### src/rtl/alu_control_if.sv
// Decode bus for the ALU-control block: instruction fields in, ALU select and
// status out. The master drives the instruction fields; the slave is the decoder.
interface alu_control_if;
    logic [2:0] funct3;
    logic [6:0] funct7;
    logic [1:0] ctrl_ALU_op;
    logic [1:0] ALU_ctrl;
    logic [1:0] ALU_ctrl_q;
    logic       illegal;
    logic       illegal_seen;

    modport master (
        output funct3,
        output funct7,
        output ctrl_ALU_op,
        input  ALU_ctrl,
        input  ALU_ctrl_q,
        input  illegal,
        input  illegal_seen
    );

    modport slave (
        input  funct3,
        input  funct7,
        input  ctrl_ALU_op,
        output ALU_ctrl,
        output ALU_ctrl_q,
        output illegal,
        output illegal_seen
    );
endinterface

### src/rtl/alu_control.sv
// ALU-control decoder for the 64-bit single-cycle RISC-V core: combinational
// ADD/SUB/AND/OR select plus a registered copy and a sticky illegal-decode flag.
module alu_control (
    input logic          clk,
    input logic          rst,
    alu_control_if.slave bus
);
    typedef enum logic [1:0] {
        ALU_ADD = 2'b00,
        ALU_SUB = 2'b01,
        ALU_AND = 2'b10,
        ALU_OR  = 2'b11
    } alu_sel_t;

    localparam logic [1:0] OP_MEM    = 2'b00;
    localparam logic [1:0] OP_BRANCH = 2'b01;
    localparam logic [1:0] OP_RTYPE  = 2'b10;

    alu_sel_t   alu_sel;
    logic       illegal_dec;
    logic       seen;
    logic [1:0] sel_q;

    // Every unsupported combination falls back to ADD so no X reaches the datapath.
    always_comb begin
        alu_sel     = ALU_ADD;
        illegal_dec = 1'b0;
        case (bus.ctrl_ALU_op)
            OP_MEM:    alu_sel = ALU_ADD;
            OP_BRANCH: alu_sel = ALU_SUB;
            OP_RTYPE: begin
                case ({bus.funct7, bus.funct3})
                    {7'b0000000, 3'b000}: alu_sel = ALU_ADD;
                    {7'b0100000, 3'b000}: alu_sel = ALU_SUB;
                    {7'b0000000, 3'b111}: alu_sel = ALU_AND;
                    {7'b0000000, 3'b110}: alu_sel = ALU_OR;
                    default: begin
                        alu_sel     = ALU_ADD;
                        illegal_dec = 1'b1;
                    end
                endcase
            end
            default: begin
                alu_sel     = ALU_ADD;
                illegal_dec = 1'b1;
            end
        endcase
    end

    // The sticky flag has no clear path other than reset.
    always_ff @(posedge clk or posedge rst) begin
        if (rst) begin
            sel_q <= ALU_ADD;
            seen  <= 1'b0;
        end else begin
            sel_q <= alu_sel;
            if (illegal_dec) begin
                seen <= 1'b1;
            end
        end
    end

    assign bus.ALU_ctrl     = alu_sel;
    assign bus.illegal      = illegal_dec;
    assign bus.ALU_ctrl_q   = sel_q;
    assign bus.illegal_seen = seen;
endmodule

### src/flat_wrapper.sv
// flat-port wrapper written by rule: the top's interface ports become plain ports
module alu_control_flat 
  (clk, rst, bus_funct3, bus_funct7, bus_ctrl_ALU_op, bus_ALU_ctrl, bus_ALU_ctrl_q, bus_illegal, bus_illegal_seen);
  alu_control_if bus_i ();
  input logic clk;
  input logic rst;
  input wire logic [$bits(bus_i.funct3)-1:0] bus_funct3;
  input wire logic [$bits(bus_i.funct7)-1:0] bus_funct7;
  input wire logic [$bits(bus_i.ctrl_ALU_op)-1:0] bus_ctrl_ALU_op;
  output wire logic [$bits(bus_i.ALU_ctrl)-1:0] bus_ALU_ctrl;
  output wire logic [$bits(bus_i.ALU_ctrl_q)-1:0] bus_ALU_ctrl_q;
  output wire logic [$bits(bus_i.illegal)-1:0] bus_illegal;
  output wire logic [$bits(bus_i.illegal_seen)-1:0] bus_illegal_seen;
  assign bus_i.funct3 = bus_funct3;
  assign bus_i.funct7 = bus_funct7;
  assign bus_i.ctrl_ALU_op = bus_ctrl_ALU_op;
  assign bus_ALU_ctrl = bus_i.ALU_ctrl;
  assign bus_ALU_ctrl_q = bus_i.ALU_ctrl_q;
  assign bus_illegal = bus_i.illegal;
  assign bus_illegal_seen = bus_i.illegal_seen;
  alu_control u_core (.clk(clk), .rst(rst), .bus(bus_i));
endmodule
### config.mk
export PLATFORM = sky130hd
export DESIGN_NAME = alu_control_flat
export DESIGN_NICKNAME = d
export VERILOG_FILES = /design/src/rtl/alu_control_if.sv /design/src/rtl/alu_control.sv /design/src/flat_wrapper.sv
export SDC_FILE = /design/constraint.sdc
export NUM_CORES = 1
export LEC_CHECK = 0
export BUFFER_PORTS_ARGS = -buffer_cell sky130_fd_sc_hd__buf_4
export CAP_MARGIN = 20
export CORE_AREA = 2 2 39 41
export DETAILED_ROUTE_END_ITERATION = 8
export DIE_AREA = 0 0 41 43
export PLACE_DENSITY = 0.52
export RECOVER_POWER = 25
export SLEW_MARGIN = 20
export SYNTH_ARGS = -nofsm -noshare
export SYNTH_HDL_FRONTEND = slang
export SYNTH_SLANG_ARGS = --single-unit
### constraint.sdc
create_clock -name clk -period 2.24 [get_ports clk]
set_input_delay 0.336 -clock clk [delete_from_list [all_inputs] [get_ports clk]]
set_output_delay 0.336 -clock clk [all_outputs]
set_load 0.01 [all_outputs]
==> impl_metrics.tcl <==
set metrics [dict create \
    status "finished clean" \
    critPathCapture "bus_ALU_ctrl[0]" \
    antenna_cells 0 \
    start_util_pct 16.27 \
    io_buffers 19 \
    final.min_clock_period_ps 2168 \
    cts_buffers 3 \
    vias 252 \
    synth_area_leaders "dfrtp_1, ha_1, a2111oi_2" \
    rsz0062_at_grt "false" \
    holdWs_ps 407.0 \
    tns_ps 0 \
    worstPathRequired_ps 1900 \
    synth_nets 40 \
    netlist_area_um2 225.2 \
    final_nets 65 \
    grt_overflow 0 \
    dr.pass1.iters 1 \
    synth_edf_count 0 \
    crit_fanout 3 \
    cts-resized-gates 0 \
    grt_pass1_wl_um 883 \
    cts_htree_levels 1 \
    grtUsageTotal_pct 7.723 \
    cts_hold_buf 1 \
    yosysTopAreaCell "dfrtp_1" \
    ys_seq_area_share_pct 33.33 \
    seqPwrFrac_pct 29.0 \
    topRoutingLayerUsed "met4" \
    critPathArrivalTime_ps 1830 \
    grt_pass1_vias 270 \
    die_width_um 41 \
    hp-class "primary input to flop" \
    syn_avg_cell_area_um2 9.792 \
    swShare_pct 22.96 \
    synthMostInstantiatedCell "inv_1" \
    reg2reg_from "u_core.bus.illegal_seen" \
    worst_clock_skew_ps 0 \
    critPathLaunchType "primary input" \
    dp_worst_setup_slack_ps 66.84 \
    path_class "primary input to output pin" \
    cts_root_buf "clkbuf_4" \
    place.gp.congestion 0.7249 \
    fin_area_um2 424.2 \
    synthFlopType "dfrtp_1" \
    wirelength_um 560 \
    synth_top_area_share_pct 33.33 \
    post-cts-setup-buffers 0 \
    ys_warn_count 0 \
    comb_power_share_pct 21.8 \
    ys_ff_latch 3 \
    cts_tree "done" \
    drt_iter0_drc 0 \
    met1_length_um 206 \
    power_per_cell_area_nw_per_um2 452.4 \
    critPathCaptureType "output pin" \
    clk_latency_ps 230 \
    finalHoldViolCount 0 \
    p_sw_mw 0.04406 \
    drc 0 \
    r2r_slack_ps 1590 \
    drv_slew 0 \
    drive_gt1_share_pct 53.19 \
    crit_start "bus_ctrl_ALU_op[0]" \
    clock_path_buffers 2 \
    grt_max_degree 4 \
    wl_met2_um 297 \
    fmax_mhz 461.3 \
    ys_types 13 \
    wl_met3_um 40 \
    synth_commonest_cells "inv_1, dfrtp_1, ha_1, nor2_1, or3_1" \
    relSlewSlack_pct 74.36 \
    ir_drop_mv 0.1200 \
    row_count 14 \
    wl_per_cell_um 8.889 \
    max_cap_violations 0 \
    setup_slack_ps 72.00 \
    via_per_inst 4.000 \
    p_int_mw 0.1478 \
    setup-violations-final 0 \
    clock_power_share_pct 49.2 \
    ant_nets 0 \
    reg2reg_to "u_core.bus.illegal_seen" \
    r2r_cells 1 \
    worst_pin_slew_ps 381.0 \
    dieArea_um2 1763 \
    die_h_um 43 \
    synth_cells 23 \
    p_leak_nw 0.2180 \
    clk_pin_slew_ps 40 \
    synthArstFlopShare_pct 100.0 \
    io_pins 20 \
    placed_cell_area_um2 387.9 \
    period_share_pct 96.79 \
    cts.sinks 3 \
    area.growth.synth_to_final_pct 88.33 \
    min-delay-start "bus_funct7[0]" \
    antenna_found_initial 0 \
    fp.coreArea_um2 1384 \
]
[worst max-delay path: stages]
cell and delay, ps:
buf_4 110, inv_1 70, ha_1 170, or4b_4 480, a2111oi_2 370, o21a_1 180, buf_4 120
[routing by layer]
layer | vias to the layer above | track usage (%)
met3 | 2 | 0
met1 | 108 | 6.410
li1 | 128 | -
met2 | 14 | 13.13
met5 | - | 0
met4 | 0 | 10.00
[per-stage QoR]
stage                     power [mW]  util, %  cells
after floorplan              0.07130        -     23
after global placement       0.09674    28.03     58
after detailed placement     0.09738    28.03     58
after CTS                     0.1976    30.65     63
after global routing          0.2042    30.65     63
final                         0.1919    30.65     63
[placed cells by master (no fill, tap or decap)]
master	n
a2111oi_2	1
a211oi_1	1
buf_4	18
clkbuf_1	1
clkbuf_4	4
dfrtp_1	3
dlygate4sd3_1	1
ha_1	3
inv_1	4
nand3b_1	1
nor2_1	3
nor4_1	1
o21a_1	1
o21bai_1	1
or3_1	2
or3b_2	1
or4b_4	1
[cells by family after synthesis]
group	after synthesis	synth area share [%]
simple gates	9	26.67
compound gates	4	16.67
buf+inv	4	6.665
fa+ha+maj	3	16.67
flops	3	33.33
[worst min-delay path by stage]
stage,to,depth (start not counted)
2_1_floorplan,u_core.bus.ALU_ctrl_q[0],1
3_3_place_gp,u_core.bus.illegal_seen,2
3_5_place_dp,u_core.bus.illegal_seen,2
4_1_cts,u_core.bus.ALU_ctrl_q[1],3
5_1_grt,u_core.bus.ALU_ctrl_q[1],3
6_report,u_core.bus.ALU_ctrl_q[1],3
[cell type report]
type,instances,area [um2]
repair buffers,20,152.6
well taps,16,20.02
clock buffers,4,26.28
fillers,162,959.7
flip-flops and latches,3,75.07
inverters,4,15.01
multi-input cells,16,135.1
[power groups by stage]
stage          sequential, mW  clock (mW)  combinational, mW
3_3_place_gp           0.0563           0             0.0404
3_5_place_dp           0.0563           0             0.0410
2_1_floorplan          0.0569           0             0.0144
5_1_grt                0.0557       0.102             0.0466
6_report               0.0556      0.0945             0.0418
4_1_cts                0.0556      0.0993             0.0427
[sequential cells by signal (all words and copies together) (netlist names)]
signal and cells:
u_core.bus.illegal_seen 1, u_core.bus.ALU_ctrl_q 2
No activity file was read; power rests on OpenSTA's default activity.
